<file path="config.mk">
export PLATFORM = sky130hd
export DESIGN_NAME = mem_arbiter
export DESIGN_NICKNAME = d
export VERILOG_FILES = /design/src/rtl/mem_arbiter.sv
export SDC_FILE = /design/constraint.sdc
export NUM_CORES = 1
export LEC_CHECK = 0
export CORE_AREA = 2 2 102 104
export CTS_CLUSTER_DIAMETER = 40
export CTS_CLUSTER_SIZE = 16
export DETAILED_ROUTE_END_ITERATION = 16
export DIE_AREA = 0 0 104 106
export SLEW_MARGIN = 30
export SYNTH_ARGS = -nofsm -noshare
export SYNTH_HDL_FRONTEND = slang
export SYNTH_SLANG_ARGS = --single-unit
</file>
<file path="constraint.sdc">
create_clock -name CLK -period 3.42 [get_ports CLK]
set_input_delay 1.026 -clock CLK [delete_from_list [all_inputs] [get_ports CLK]]
set_output_delay 1.026 -clock CLK [all_outputs]
set_load 0.01 [all_outputs]
</file>
<file path="src/rtl/mem_arbiter.sv">
// Two-requester (instruction/data) arbiter in front of a single fixed-latency RAM port.
// Optional macro ARB_ROUND_ROBIN_EN: alternate the winner on simultaneous requests instead of fixed DATA priority.
module mem_arbiter #(
    parameter int RAM_LAT = 2
) (
    input  logic        CLK,
    input  logic        RST,
    input  logic        iREN,
    input  logic [31:0] iaddr,
    output logic        iwait,
    output logic [31:0] iload,
    input  logic        dREN,
    input  logic        dWEN,
    input  logic [31:0] daddr,
    input  logic [31:0] dstore,
    output logic        dwait,
    output logic [31:0] dload,
    output logic        ramREN,
    output logic        ramWEN,
    output logic [31:0] ramaddr,
    output logic [31:0] ramstore,
    input  logic [31:0] ramload
);

    typedef enum logic { S_IDLE, S_BUSY } state_t;
    typedef enum logic { G_INST, G_DATA } grant_t;

    localparam logic [3:0] LAST_CNT = 4'(RAM_LAT - 1);

    state_t     r_state;
    grant_t     r_grant;
    logic [3:0] r_cnt;
`ifdef ARB_ROUND_ROBIN_EN
    grant_t     r_last;
`endif

    logic   w_dreq;
    logic   w_busy;
    logic   w_act;
    logic   w_done;
    grant_t w_pick;

    assign w_dreq = dREN | dWEN;
    // Reset masks the access combinationally so an aborted cycle never shows a completion.
    assign w_busy = (r_state == S_BUSY) && !RST;
    assign w_act  = (r_grant == G_DATA) ? w_dreq : iREN;
    assign w_done = w_busy && w_act && (r_cnt == LAST_CNT);

    always_comb begin
        w_pick = w_dreq ? G_DATA : G_INST;
        if (w_dreq && iREN) begin
`ifdef ARB_ROUND_ROBIN_EN
            w_pick = (r_last == G_INST) ? G_DATA : G_INST;
`else
            w_pick = G_DATA;
`endif
        end
    end

    always_ff @(posedge CLK) begin
        if (RST) begin
            r_state <= S_IDLE;
            r_cnt   <= 4'd0;
            r_grant <= G_INST;
`ifdef ARB_ROUND_ROBIN_EN
            r_last  <= G_INST;
`endif
        end else begin
            case (r_state)
                S_IDLE: begin
                    if (w_dreq || iREN) begin
                        r_state <= S_BUSY;
                        r_grant <= w_pick;
                        r_cnt   <= 4'd0;
`ifdef ARB_ROUND_ROBIN_EN
                        r_last  <= w_pick;
`endif
                    end
                end
                default: begin
                    r_cnt <= r_cnt + 4'd1;
                    if (!w_act || w_done) begin
                        r_state <= S_IDLE;
                    end
                end
            endcase
        end
    end

    // A simultaneous read+write on the data side is treated as a write only.
    always_comb begin
        ramREN   = 1'b0;
        ramWEN   = 1'b0;
        ramaddr  = 32'd0;
        ramstore = 32'd0;
        iwait    = 1'b1;
        iload    = 32'd0;
        dwait    = 1'b1;
        dload    = 32'd0;
        if (w_busy) begin
            if (r_grant == G_DATA) begin
                ramaddr = daddr;
                ramWEN  = dWEN;
                ramREN  = dREN & ~dWEN;
                if (dWEN) begin
                    ramstore = dstore;
                end
                if (w_done) begin
                    dwait = 1'b0;
                    if (!dWEN) begin
                        dload = ramload;
                    end
                end
            end else begin
                ramaddr = iaddr;
                ramREN  = iREN;
                if (w_done) begin
                    iwait = 1'b0;
                    iload = ramload;
                end
            end
        end
    end

endmodule

</file>
== After elaboration in Yosys (flattened, before gate mapping) ==
Index checks and enable logic that the tools add are counted.

* Word-level logic and storage cells: 48
* Register bits: 6
* Input port bits: 133

* Add/sub/neg operators: 1
* Muxes and demuxes: 29
* Bitwise gates (word level): 4
* Equality and inequality tests: 1
* Reductions and logical operators: 10

{| class="wikitable"
|+ Operators with widths
! kind !! number
|-
| $mux 32 || 12
|-
| $mux 1 || 15
|-
| $mux 4 || 2
|-
| $add 4x1->4 const B || 1
|-
| $eq 4x1->1 const B || 1
|-
| $logic_and 1x1->1 || 4
|-
| $logic_not 1->1 || 2
|-
| $logic_or 1x1->1 || 2
|-
| $not 1->1 || 2
|-
| $reduce_and 2->1 || 1
|-
| $reduce_bool 2->1 || 1
|-
| $and 1x1->1 || 1
|-
| $or 1x1->1 || 1
|}

== Depth between registers and ports, before layout ==
* Depth in word-level cells: 7
* Mapped depth: 6
* Gate-level depth less buffers: 5

== Worst setup path after synthesis ==
OpenSTA, ideal clock, no wires.

* Kind: in2out
* Start: in RST
* End: out iload[21]
* Required time: 2.394 ns
* Path slack: 0.508 ns
* Data arrival time: 1.886 ns
* Stages on the path: 5
* Path through: nand2b_1 -> buf_6 -> nor3_4 -> buf_6 -> and2_1

* Longest elaborated chain between the ends: 7

{| class="wikitable"
|+ Ends and longest elaborated chain
! item !! RTL line !! source
|-
| start, declared || 7 || <nowiki>input logic RST,</nowiki>
|-
| $logic_not 1->1 (*) || 45 || <nowiki>assign w_busy = (r_state == S_BUSY) && !RST;</nowiki>
|-
| $logic_and 1x1->1 (*) || 45 ||
|-
| $logic_and 1x1->1 (2 in series) || 47 || <nowiki>assign w_done = w_busy && w_act && (r_cnt == LAST_CNT);</nowiki>
|-
| $mux 32 || 117 || <nowiki>if (w_done) begin</nowiki>
|-
| $mux 32 || 101 || <nowiki>if (r_grant == G_DATA) begin</nowiki>
|-
| $mux 32 (*) || 100 || <nowiki>if (w_busy) begin</nowiki>
|-
| end, declared || 11 || <nowiki>output logic [31:0] iload,</nowiki>
|}

Every way passes the cells marked *; elsewhere a longest branch is shown, timed or not.

== Final worst setup path ==
* Start: in dREN
* End: out dload[4]

* Longest elaborated chain between the ends: 7

{| class="wikitable"
|+ Ends and longest elaborated chain
! item !! RTL line !! source
|-
| start, declared || 12 || <nowiki>input logic dREN,</nowiki>
|-
| $or 1x1->1 || 43 || <nowiki>assign w_dreq = dREN | dWEN;</nowiki>
|-
| $mux 1 || 46 || <nowiki>assign w_act = (r_grant == G_DATA) ? w_dreq : iREN;</nowiki>
|-
| $logic_and 1x1->1 (2 in series) || 47 ||
|-
| $mux 32 || 108 || <nowiki>if (w_done) begin</nowiki>
|-
| $mux 32 || 101 ||
|-
| $mux 32 || 100 ||
|-
| end, declared || 17 || <nowiki>output logic [31:0] dload,</nowiki>
|}

No other way between the ends.

==> results_dict.tcl <==
set metrics [dict create \
    status "completed" \
    clk_pin_slew_worst_paths_ns 0.04 \
    swShare_pct 28.57 \
    nets 637 \
    total_power_mw 0.5296 \
    synth_common_cells "and2_1, nor2_1, mux2i_1, buf_6" \
    crit_chain "dlygate4sd2_1 > nand3b_1 > nor3_4 > buf_6 > buf_16 > buf_8 > and2_1 > clkdlybuf4s15_2" \
    relSlewSlack_pct 67.60 \
    met2_usage_pct 29.84 \
    root_buffer "clkbuf_8" \
    fin_crit_ns 3.300 \
    die_w_microns 104 \
    area_growth_pct 186.4 \
    power_frac_comb_pct 64.3 \
    vias 2584 \
    hold_violations 0 \
    syn_nets 358 \
    p_leak_nw 2.175 \
    dr.pass1.iters 4 \
    maxSlewViolCount 0 \
    clock_latency_ns 0.22 \
    final_cells 636 \
    yosysSeqAreaShare_pct 7.729 \
    cp.arrival_ns 2.27 \
    place_inst 618 \
    grt_use_total_pct 15.00 \
    grt_pass1_vias 2642 \
    cp_top_family "buffers and inverters" \
    synth_top_cells_by_area "and2_1, mux2i_1, nor2_1" \
    vdd_drop_max_uv 100.2 \
    wl_microns 8960 \
    max_freq_ghz 0.3031 \
    tightest_slew_ns 0.4853 \
    use_met3_pct 4.292 \
    drt_iter0_markers 49 \
    rrSetupSlack_ns 1.94 \
    start_kind "primary input" \
    cts.sink_count 6 \
    row_count 37 \
    synth-edff-count 0 \
    ys_ff_latch 6 \
    drc 0 \
    cp.required_ns 2.39 \
    cts_buffer_depth 2 \
    synthCells 223 \
    portBuffers 264 \
    clock_power_share_pct 20.2 \
    ant_nets 0 \
    drive_above_1_share_pct 19.20 \
    synthArstFlopShare_pct 0 \
    grt.met1_usage_pct 15.09 \
    avgRoutedWirePerCell_microns 14.09 \
    holdWs_ns 0.5036 \
    final.period_utilization_pct 96.48 \
    dieArea_sq_mm 0.01102 \
    cp_slowest_cell "dlygate4sd2_1" \
    post-place-ws_ns -0.5060 \
    antenna_found_initial 0 \
    r2r_end "r_state$_SDFF_PP0_" \
    gp_congestion 0.7910 \
    crit_fanout 8 \
    ys_types 27 \
    reg2reg_depth 6 \
    yosysTopAreaCell "and2_1" \
    yosysMostFrequentCell "and2_1" \
    syn_area_sq_mm 0.001554 \
    holdPathStages 2 \
    setup_viol 0 \
    setup_slack_ns 0.1203 \
    rr_startpoint "r_cnt[1]$_SDFFE_PP0P_" \
    start_util_pct 15.54 \
    pin_count 265 \
    cts_buffers 3 \
    cts_tree "done" \
    critPathKind "in2out" \
    skew_ns 0.002955 \
    place_hpwl_microns 6947 \
    vias_per_cell 4.063 \
    p_per_area_mw_per_mm2 119.0 \
    whs_endpoint "r_cnt[3]$_SDFFE_PP0P_" \
    rsz0062_at_grt "false" \
    min_from "r_cnt[3]$_SDFFE_PP0P_" \
    grt_max_degree 27 \
    crit_path_end_kind "primary output" \
    synth_top_area_share_pct 37.44 \
    cap_violations 0 \
    holdBufCountCts 0 \
    yosys_warnings 0 \
    syn_avg_cell_area_sq_um 6.969 \
    critPathMaxStageDelay_ns 0.23 \
    die_y_microns 106 \
    core_sq_mm 0.01000 \
    grt_pass1_wl_microns 13360 \
    h-tree-depth 1 \
    grt_busiest_layer "met2" \
    worstHoldPathType "reg2reg" \
    intPower_mw 0.3783 \
    grt_overflow 0 \
    switchingPower_mw 0.1513 \
    critPathBufInv 5 \
    diodes 0 \
    seqPwrFrac_pct 15.5 \
    path_depth 8 \
    synth-main-ff-cell "dfxtp_1" \
]
## placed cells by master, fill, tap and decap left out, types with 2 or more instances in the layout
cell	Yosys	routed
dfxtp_1	6	5
clkbuf_2	0	2
inv_1	3	3
clkdlybuf4s15_1	0	8
nand3b_1	2	2
clkdlybuf4s15_2	0	14
mux2i_1	32	32
and2_2	3	3
bufbuf_16	0	3
nand2_1	3	3
buf_4	0	14
o211ai_1	2	2
and2_1	93	92
nand2b_1	6	5
a21oi_1	5	5
buf_6	7	5
nor2_1	34	34
o21ai_0	2	2
dlygate4sd2_1	0	57
buf_16	0	2
clkbuf_8	0	3
nor3_4	2	2
buf_12	0	4
clkdlybuf4s50_1	0	144
ha_1	2	2
buf_2	5	37
## logic make-up after synthesis
| family | count (synthesis) | synth area share [%] |
|---|---|---|
| multiplexers | 32 | 20.61 |
| buffers and inverters | 21 | 8.857 |
| adder cells (fa/ha/maj) | 2 | 1.610 |
| AND/OR/NAND/NOR | 150 | 56.44 |
| flip-flops | 6 | 7.730 |
| AO/OA/AOI/OAI | 12 | 4.750 |
## worst min-delay path, stage by stage, from the launching register on
cell      delay (ns)
dfxtp_1         0.31
o211ai_1        0.08
a21oi_1         0.06
## state kept, by name (all words and copies together), names as in the netlist
name and cells:
r_cnt 4, r_state 1, r_grant 1
## power by group through the flow
stage | clock network (mW) | registers [mW] | logic (mW)
2_1_floorplan | 0 | 0.0776 | 0.110
3_3_place_gp | 0 | 0.0819 | 0.335
3_5_place_dp | 0 | 0.0823 | 0.339
4_1_cts | 0.109 | 0.0817 | 0.344
5_1_grt | 0.111 | 0.0827 | 0.366
6_report | 0.107 | 0.0819 | 0.341
## how the worst max path moves through the flow
stage          startpoint        end
6_report             dREN   dload[4]
5_1_grt              dREN  dload[23]
4_1_cts               RST      iwait
3_5_place_dp          RST      dwait
3_3_place_gp          RST      dwait
2_1_floorplan         RST  iload[21]
## per-layer routing
| layer | vias to the layer above | wire length [microns] |
|---|---|---|
| met5 | - | 0 |
| met4 | 0 | 142 |
| met3 | 10 | 801 |
| met2 | 163 | 4647 |
| met1 | 1131 | 3367 |
| li1 | 1280 | - |
## metrics by stage
stage	util, %	cell area [sq um]	TNS (ns)
2_1_floorplan	-	1554	0
5_1_grt	44.51	4451	0
4_1_cts	44.54	4454	-0.01890
3_3_place_gp	43.79	4379	-46.40
6_report	44.51	4451	0
3_5_place_dp	43.79	4379	-49.30
## final cells by class
class | count | area [sq um]
clock buffer | 3 | 41.29
fill | 1052 | 5549
inverter | 3 | 11.26
multi-input combinational | 196 | 1311
sequential | 6 | 121.4
tap | 136 | 170.2
timing repair buffer | 292 | 2795
## timing repair
item | in CTS | in global routing
pin swaps | 4 | 1
cloned | 5 | 0
endpoints found under the setup margin | 132 | 95
resized for setup | 285 | 6
buffers inserted | 9 | 1
No activity file was read; power rests on OpenSTA's default activity.
